## src/rtl/traffic_pkg.sv

```systemverilog
// Shared types and constants for the AI traffic scheduler: lane geometry,
// the per-vehicle slot record and the scheduler FSM state encodings.
package traffic_pkg;

    localparam int NUM_LANES = 4;

    // Left edge of each lane in pixels; index 0 is the leftmost lane.
    localparam logic [NUM_LANES-1:0][10:0] LANE_X = {11'd360, 11'd300, 11'd240, 11'd180};

    // One vehicle slot: y is the top edge in two's complement so vehicles
    // can sit above the visible area while they enter or leave.
    typedef struct packed {
        logic               active;
        logic        [10:0] x;
        logic signed [11:0] y;
    } slot_t;

    // Scheduler states, kept as plain constants for older tooling.
    localparam logic [1:0] ST_IDLE   = 2'd0;
    localparam logic [1:0] ST_UPDATE = 2'd1;
    localparam logic [1:0] ST_SEARCH = 2'd2;
    localparam logic [1:0] ST_COMMIT = 2'd3;

endpackage

```

## src/rtl/lane_checker.sv

```systemverilog
// Combinational lane occupancy test: a lane is free when no live vehicle
// in that lane is still close enough to the spawn line to overlap a new one.
module lane_checker
    import traffic_pkg::*;
#(
    parameter int                 NUM_SLOTS = 4,
    parameter logic signed [11:0] BLOCK_Y   = 12'sd64
) (
    input  logic [10:0] lane_x,
    input  slot_t       slots [NUM_SLOTS],
    output logic        lane_free
);

    // Scan every slot; any live vehicle in this lane above BLOCK_Y blocks it.
    always_comb begin
        // NOTE: the default assignment first keeps this purely combinational (no latch).
        lane_free = 1'b1;
        for (int j = 0; j < NUM_SLOTS; j++) begin
            if (slots[j].active && (slots[j].x == lane_x) && ($signed(slots[j].y) < BLOCK_Y))
                lane_free = 1'b0;
        end
    end

endmodule

```

## src/rtl/traffic_scheduler.sv

```systemverilog
// Per-frame AI traffic scheduler. On each accepted frame_start it moves every
// live vehicle by the relative speed, retires those that left the screen,
// optionally spawns one vehicle into a free lane, then commits the whole slot
// table to the outputs in a single cycle so renderers never see a half update.
// Optional build macro TRAFFIC_DIFFICULTY_EN shortens the spawn gap as the
// player speeds up; without it the gap is always SPAWN_GAP_FRAMES.
module traffic_scheduler
    import traffic_pkg::*;
#(
    parameter int NUM_SLOTS        = 4,
    parameter int SPAWN_GAP_FRAMES = 32,
    parameter int BASE_SPEED       = 6,
    parameter int SCREEN_H         = 480,
    parameter int SPAWN_Y          = -128,
    parameter int EXIT_Y           = -256,
    parameter int CLEAR_ZONE       = 64
) (
    input  logic                        clk,
    input  logic                        resetN,
    input  logic                        frame_start,
    input  logic [9:0]                  player_speed,
    input  logic [10:0]                 random,
    output logic [NUM_SLOTS-1:0]        slot_active,
    output logic [NUM_SLOTS-1:0][10:0]  slot_x,
    output logic [NUM_SLOTS-1:0][11:0]  slot_y,
    output logic                        busy,
    output logic                        frame_done
);

    localparam int IDX_W = $clog2(NUM_SLOTS);
    localparam int GAP_W = $clog2(SPAWN_GAP_FRAMES + 1);

    localparam logic [GAP_W-1:0]   GAP_INIT   = GAP_W'(SPAWN_GAP_FRAMES);
    localparam logic signed [12:0] BASE_13    = 13'(BASE_SPEED);
    localparam logic signed [12:0] SCREEN_13  = 13'(SCREEN_H);
    localparam logic signed [12:0] EXIT_13    = 13'(EXIT_Y);
    localparam logic signed [11:0] SPAWN_Y_12 = 12'(SPAWN_Y);
    localparam logic signed [11:0] BLOCK_Y_12 = 12'(SPAWN_Y + CLEAR_ZONE + 128);

    logic [1:0]       state;
    logic [IDX_W-1:0] idx;
    logic [1:0]       start_lane;
    logic [1:0]       try_k;
    logic [4:0]       speed_q;      // player_speed[9:5], the only bits the math needs
    logic [GAP_W-1:0] gap;
    slot_t            work [NUM_SLOTS];

    logic signed [12:0] y_new;
    logic               new_active;
    logic               any_free;
    logic [IDX_W-1:0]   free_idx;
    logic [1:0]         lane;
    logic               lane_free;
    logic [GAP_W-1:0]   gap_reload;
    logic               unused_inputs;

    assign unused_inputs = ^{random[10:2], player_speed[4:0]};
    assign busy          = (state != ST_IDLE);
    assign lane          = start_lane + try_k;

    // Motion of the slot being updated this cycle, at 13 bits so wrap cannot hide an exit.
    always_comb begin
        y_new      = $signed({work[idx].y[11], work[idx].y}) - BASE_13
                   + $signed({8'd0, speed_q});
        new_active = work[idx].active && !((y_new >= SCREEN_13) || (y_new < EXIT_13));
    end

    // Free-slot detection; the slot updated this cycle counts with its post-update state.
    always_comb begin
        any_free = 1'b0;
        free_idx = '0;
        for (int j = 0; j < NUM_SLOTS; j++) begin
            if ((IDX_W'(j) == idx) ? !new_active : !work[j].active)
                any_free = 1'b1;
        end
        for (int j = NUM_SLOTS - 1; j >= 0; j--) begin
            if (!work[j].active)
                free_idx = IDX_W'(j);
        end
    end

    // Spawn gap reload value.
`ifdef TRAFFIC_DIFFICULTY_EN
    int reload_calc;
    always_comb begin
        reload_calc = SPAWN_GAP_FRAMES - int'(speed_q[4:1]);
        if (reload_calc < 8)
            reload_calc = 8;
        gap_reload = GAP_W'(reload_calc);
    end
`else
    assign gap_reload = GAP_INIT;
`endif

    lane_checker #(
        .NUM_SLOTS (NUM_SLOTS),
        .BLOCK_Y   (BLOCK_Y_12)
    ) u_lane_checker (
        .lane_x    (LANE_X[lane]),
        .slots     (work),
        .lane_free (lane_free)
    );

    // Scheduler FSM, working table and committed output table.
    always_ff @(posedge clk) begin
        if (!resetN) begin
            state       <= ST_IDLE;
            idx         <= '0;
            start_lane  <= '0;
            try_k       <= '0;
            speed_q     <= '0;
            gap         <= GAP_INIT;
            frame_done  <= 1'b0;
            slot_active <= '0;
            slot_x      <= '0;
            slot_y      <= '0;
            // NOTE: the working table is reset explicitly; stale live slots would otherwise survive a reset.
            for (int j = 0; j < NUM_SLOTS; j++)
                work[j] <= '0;
        end else begin
            // NOTE: non-blocking assignments throughout so every register updates from pre-edge values.
            frame_done <= 1'b0;
            case (state)
                ST_IDLE: begin
                    if (frame_start) begin
                        start_lane <= random[1:0];
                        speed_q    <= player_speed[9:5];
                        idx        <= '0;
                        state      <= ST_UPDATE;
                    end
                end
                ST_UPDATE: begin
                    if (work[idx].active) begin
                        work[idx].y      <= y_new[11:0];
                        work[idx].active <= new_active;
                    end
                    if ((idx == '0) && (gap != '0))
                        gap <= gap - 1'b1;
                    if (idx == IDX_W'(NUM_SLOTS - 1)) begin
                        try_k <= '0;
                        state <= ((gap == '0) && any_free) ? ST_SEARCH : ST_COMMIT;
                    end else begin
                        idx <= idx + 1'b1;
                    end
                end
                ST_SEARCH: begin
                    if (lane_free) begin
                        work[free_idx] <= '{active: 1'b1, x: LANE_X[lane], y: SPAWN_Y_12};
                        gap            <= gap_reload;
                        state          <= ST_COMMIT;
                    end else if (try_k == 2'd3) begin
                        state <= ST_COMMIT;
                    end else begin
                        try_k <= try_k + 1'b1;
                    end
                end
                ST_COMMIT: begin
                    for (int j = 0; j < NUM_SLOTS; j++) begin
                        slot_active[j] <= work[j].active;
                        slot_x[j]      <= work[j].x;
                        slot_y[j]      <= work[j].y;
                    end
                    frame_done <= 1'b1;
                    state      <= ST_IDLE;
                end
                default: state <= ST_IDLE;
            endcase
        end
    end

endmodule

```

## config.mk

```make
export PLATFORM = sky130hd
export DESIGN_NAME = traffic_scheduler
export DESIGN_NICKNAME = d
export VERILOG_FILES = /design/src/rtl/traffic_pkg.sv /design/src/rtl/lane_checker.sv /design/src/rtl/traffic_scheduler.sv
export SDC_FILE = /design/constraint.sdc
export NUM_CORES = 1
export LEC_CHECK = 0
export BUFFER_PORTS_ARGS = -buffer_cell sky130_fd_sc_hd__buf_4
export CORE_ASPECT_RATIO = 0.8
export CORE_MARGIN = 2
export CORE_UTILIZATION = 57
export DETAILED_ROUTE_END_ITERATION = 10
export PLACE_DENSITY = 0.86
export SLEW_MARGIN = 20
export SYNTH_ARGS = -nofsm -noshare
export SYNTH_HDL_FRONTEND = slang
export SYNTH_SLANG_ARGS = --single-unit
```

## constraint.sdc

```tcl
create_clock -name clk -period 5.8 [get_ports clk]
set_input_delay 0.29 -clock clk [delete_from_list [all_inputs] [get_ports clk]]
set_output_delay 0.29 -clock clk [all_outputs]
set_load 0.03 [all_outputs]
```

* Word-level counts from Yosys, hierarchy flattened
Index checks and enable logic that the tools add are counted.
Word-level totals: register bits after elaboration 212, input port bits 24, output and inout bits 98, logic and storage cells 151
Cells by class: $add $sub $neg 6, $lt $le $gt $ge 11, equality and inequality tests 21, multiplexer cells 50, bitwise logic cells 2, reductions and logical operators 33
Operator list (count):
- $bwmux 96 | 3
- $mux 96 | 2
- $pmux 96 s2 | 1
- $demux 24 s2 | 3
- $mux 24 | 4
- $bmux 24 s2 | 1
- $lt 12x8->1 const B | 4
- $eq 11x11->1 | 4
- $mux 2 | 13
- $bmux 11 s2 | 1
- $ne 2x2->1 const B | 8
- $mux 1 | 14
- $add 13x6->13 | 1
- $ge 13x10->1 const B | 1
- $logic_and 1x1->1 | 13
- $lt 13x9->1 const B | 1
- $sub 12x4->13 const B | 1
- $mux 12 | 1
- $mux 6 | 2
- $pmux 6 s2 | 1
- $reduce_and 3->1 | 4
- $mux 11 | 1
- $eq 2x2->1 const B | 4
- $pmux 2 s2 | 2
- other kinds (20) | 33

* Logic depth before layout (Yosys ltp)
depth after elaboration 20, mapped depth 17, depth with buffers taken out 15

* Modules after synthesis
From an unflattened synthesis, not the netlist that was laid out.
Second synthesis, totals: cells, all modules 889, area, all modules 8435.6 um2
Modules (own cells, without submodules):
- traffic_scheduler | times used 1, cells an instance 805, area an instance 7783.7 um2, seq. area each 3283.1 um2
- lane_checker | times used 1, cells an instance 84, area an instance 651.9 um2, seq. area each 0.0 um2

* Worst setup path before layout
OpenSTA, ideal clock, no wires.
kind register to register, start register idx[0], end register work[71] (netlist name), setup time 0.088 ns, arrival time 4.235 ns, data required time 5.712 ns, setup slack 1.477 ns, cell stages (with the launch flop) 18, path buffers 2, clock period less this slack 4.323 ns, cell sequence dfxtp_1 buf_2 buf_1 mux4_2 inv_1 ha_1 inv_1 ha_1 inv_1 fa_1 nor2b_1 o31a_2 o22ai_1 xor2_1 or3b_1 or4_1 and2_4 a311oi_2
On the way: word-level cells in the longest chain between the ends 13, elaborated cells on any way between the ends 23, classes of those cells add/sub (2); order compare (4); eq/ne (1); mux (10); bitwise (1); reduce/logical (5)
Ends and longest elaborated chain:
- from (decl) | RTL line traffic_scheduler.sv:41 | logic [IDX_W-1:0] idx;
- from (signal assigned) | RTL line traffic_scheduler.sv:143 | idx <= idx + 1'b1;
- $not 2->3 (not written as such) (*)
- $bmux 24 s2 | RTL line traffic_scheduler.sv:63, traffic_scheduler.sv:65, traffic_scheduler.sv:133
- $mux 24 (not written as such) (2 in series) | RTL line traffic_scheduler.sv:65, traffic_scheduler.sv:133
- $sub 12x4->13 | RTL line traffic_scheduler.sv:63 | y_new = $signed({work[idx].y[11], work[idx].y}) - BASE_13
- $add 13x6->13 | RTL line traffic_scheduler.sv:64 | + $signed({8'd0, speed_q});
- $ge 13x10->1 / $lt 13x9->1 (equally long branches) | RTL line traffic_scheduler.sv:65 | new_active = work[idx].active && !((y_new >= SCREEN_13) || (y_new < EXIT_13));
- $logic_or 1x1->1 | RTL line traffic_scheduler.sv:65
- $logic_not 1->1 | RTL line traffic_scheduler.sv:65
- $logic_and 1x1->1 | RTL line traffic_scheduler.sv:65
- $bwmux 96 | RTL line traffic_scheduler.sv:135 | work[idx].active <= new_active;
- $mux 96 | RTL line traffic_scheduler.sv:133 | if (work[idx].active) begin
- $pmux 96 s2 | RTL line traffic_scheduler.sv:123 | case (state)
- to (signal, indexed assignment) | RTL line traffic_scheduler.sv:148 | work[free_idx] <= '{active: 1'b1, x: LANE_X[lane], y: SPAWN_Y_12};
- to (decl) | RTL line traffic_scheduler.sv:46 | slot_t work [NUM_SLOTS];
Every way passes the cells marked *; elsewhere a longest branch is shown, timed or not. The select of a mux whose other input is x is not followed. A chain may end at the register's enable or synchronous reset.

* Final worst setup path
start register idx[0], end register work[23] (netlist name)
The elaborated chain is that of the path after synthesis.

==> flow_summary.toml <==
[cts]
cts-hold-fix-buffers = 0
cts_buffer_depth = 2
cts_made_buffers = 17
ctsResizeCount = 0
cts_tree = "done"
post_cts_buffers = 0
htreeDepth = 4
cts_root_buffer = "clkbuf_16"
insertion_delay_ns = 0.43
cts_sinks = 164
clk_transition_reported_paths_ns = 0.07

[route]
first_iter_violations = 586
wl_per_cell_um = 17.33
dr.pass1.iters = 5
drt_wl_total_mm = 19.43
drc = 0
vias = 6674
detail-route-antenna-nets = 0
vias_per_cell = 5.954

[pwr]
powerDensity_nw_per_um2 = 438.4
seqPwrFrac = 0.328
leakage_nw = 3.580
internal_power_mw = 2.428
p_total_mw = 4.010
ir_drop_mv = 0.2603
p_comb_frac = 0.377
swShare = 0.3944
clkPwrFrac = 0.295
power_switching_mw = 1.581

[final_layout]
area_growth_pct = 15.65
nFillCells = 1014
multi_input_area_um2 = 4148
drive_gt1_frac = 0.1764
register_area_um2 = 3283
nets = 982
num_antenna_cells = 0

[critical_path]
cp_max_fo = 11
rr_worst_depth = 14
critical_path_arrival_ns = 4.90
r2r_end = "work[23]"
r2r-start = "idx[0]"
rrSetupSlack_ns = 1.22
start_kind = "flop"
crit_path_start = "idx[0]"
crit_path_end_kind = "flop"
critical_path_required_ns = 6.12
path_class = "reg2reg"

[die]
num_io_pins = 122
die_area_um2 = 14840
die_y_um = 109.4
die_w_um = 135.7
initial_core_util = 0.5836
core_um2 = 13550
rows = 38

[global_route]
grt_pass1_wl_mm = 31.64
grt_overflow = 0
antenna_found_initial = 0
grt_usage = 0.2703
grt_pass1_vias = 6310
grt_max_degree = 81

[timing]
rsz0062_at_grt = "false"
worst_pin_slew_ns = 1.043
setup-tns-final_ns = 0
skew_ns = 0.01123
max_freq_ghz = 0.2181
setup_viol = 0
fin_crit_sh = 0.7905
finalMaxSlewViolations = 0
hold_viol_final = 0
finalCriticalPeriod_ns = 4.585
relSlewSlack = 0.2961

[logic_synthesis]
ys_seq_area_frac = 0.4152
yosys.area.top_type = "dfxtp_1"
async_flop_share = 0
synthMuxAreaShare = 0.1421
syn_inst = 877
syn-mean-instance-area_um2 = 9.017
synth_commonest_cells = "nor2_1, dfxtp_1, mux2i_1, nand2_1, a21oi_1"
synth_most_common_cell = "nor2_1"
synth-seq-cells = 164
synthTopCellsByArea = "dfxtp_1, mux2i_1, nor2_1"
yosys_warnings = 0
synth-adder-area-share = 0.04842
synth_area_um2 = 7908
yosysUniqueCellTypes = 64
yosysTopAreaCellShare = 0.4152
ys.flop_type = "dfxtp_1"
synth_top_family_by_area = "simple AND/OR/NAND/NOR gates"
synth-compound-area-share = 0.1294
yosys.area_share.simple = 0.1837
synth-edff-count = 0
synth-xor-area-share = 0.008703

[place]
io_buffers = 91
hpwl_mm = 12.68
gp_congestion = 0.9313

[hold_path]
hold_depth = 3
hold_path_class = "in2reg"
min_from = "random[1]"
whs_endpoint = "start_lane[1]"

[run_status]
status = "complete, no violations"

[flow_run]
drv_cap = 0
-- sequential cells by signal, summed over array words and instances (netlist names) --
| name | cells |
|---|---|
| idx | 2 |
| slot_active | 4 |
| start_lane | 2 |
| work | 72 |
| slot_x | 20 |
| gap | 6 |
| state | 2 |
| frame_done | 1 |
| try_k | 2 |
| slot_y | 48 |
| speed_q | 5 |
-- power groups by stage --
stage	combinational [mW]	sequential, mW	clock (mW)
floorplan	1.16	1.29	0
global placement	1.40	1.33	0
detailed placement	1.43	1.33	0
CTS	1.47	1.31	1.19
global route	1.65	1.32	1.24
finish	1.51	1.31	1.18
-- final cells by class --
| cell class | instances | area share |
|---|---|---|
| timing repair buffer | 97 | 0.07963 |
| tap | 180 | 0.02463 |
| inverter | 36 | 0.01505 |
| clock inverter | 14 | 0.02011 |
| multi-input combinational | 612 | 0.4536 |
| sequential | 164 | 0.3590 |
| clock buffer | 18 | 0.04802 |
-- cell families (layout without fill, tap and decap cells) --
logic type / Yosys count / in the layout
flops: 164 / 164
simple gates: 314 / 314
fa+ha+maj: 30 / 30
other cells: 1 / 16
xor+xnor: 6 / 6
buf+inv: 116 / 165
mux: 96 / 96
compound gates: 150 / 150
-- through the flow --
step                      hold WS [ns]  setup slack (ns)  cell area [um2]    util  instances
after global placement          0.4471             1.399             8517  0.6285       1089
after CTS                       0.1182             1.254             9140  0.6745       1121
after global routing            0.1380            0.9647             9145  0.6749       1121
after detailed placement        0.4567             1.289             8517  0.6285       1089
after floorplan                 0.4284             1.477             7964       -        892
final                           0.1217             1.215             9145  0.6749       1121
-- worst max-delay path by stage --
stage	slack, ns	end
after floorplan	1.48	work[71]
after global placement	1.40	state[0]
after detailed placement	1.29	state[0]
after CTS	1.25	state[0]
after global routing	0.96	work[23]
final	1.22	work[23]
-- cells in the final DEF, fill, tap and decap left out, types with 5 or more instances in the layout --
cell / synthesis / layout
nand3_1: 13 / 13
inv_6: 0 / 5
o22a_1: 10 / 10
mux2i_1: 83 / 83
nor2_1: 170 / 170
o22ai_1: 6 / 6
ha_1: 29 / 28
buf_4: 26 / 97
a211oi_1: 23 / 23
nand2_1: 56 / 56
mux4_2: 13 / 13
inv_1: 35 / 35
conb_1: 1 / 16
a21oi_1: 46 / 46
or3_1: 12 / 12
or4_1: 11 / 11
clkbuf_16: 0 / 17
o21ai_0: 24 / 24
nor3_1: 12 / 11
dfxtp_1: 164 / 164
inv_8: 0 / 5
-- critical path, stage by stage, from the launching register on --
cell and delay (ns):
dfxtp_1 0.80, buf_4 0.31, mux4_2 0.51, ha_1 0.21, ha_1 0.22, inv_1 0.08, fa_1 0.21, nor2b_1 0.07
o31a_2 0.34, o22ai_1 0.21, xor2_1 0.23, or3b_1 0.39, or4_1 0.42, and2_4 0.18, a311oi_1 0.29
-- routing by layer --
layer  track usage  vias to the layer above  routed length [um]
li1              -                     3123                   -
met1        0.3698                     3164                8412
met2        0.4257                      335                8871
met3       0.05394                       52                1613
met4        0.1042                        0                 530
met5             0                        -                   0
Note: power is estimated with default switching activity, not from simulation.
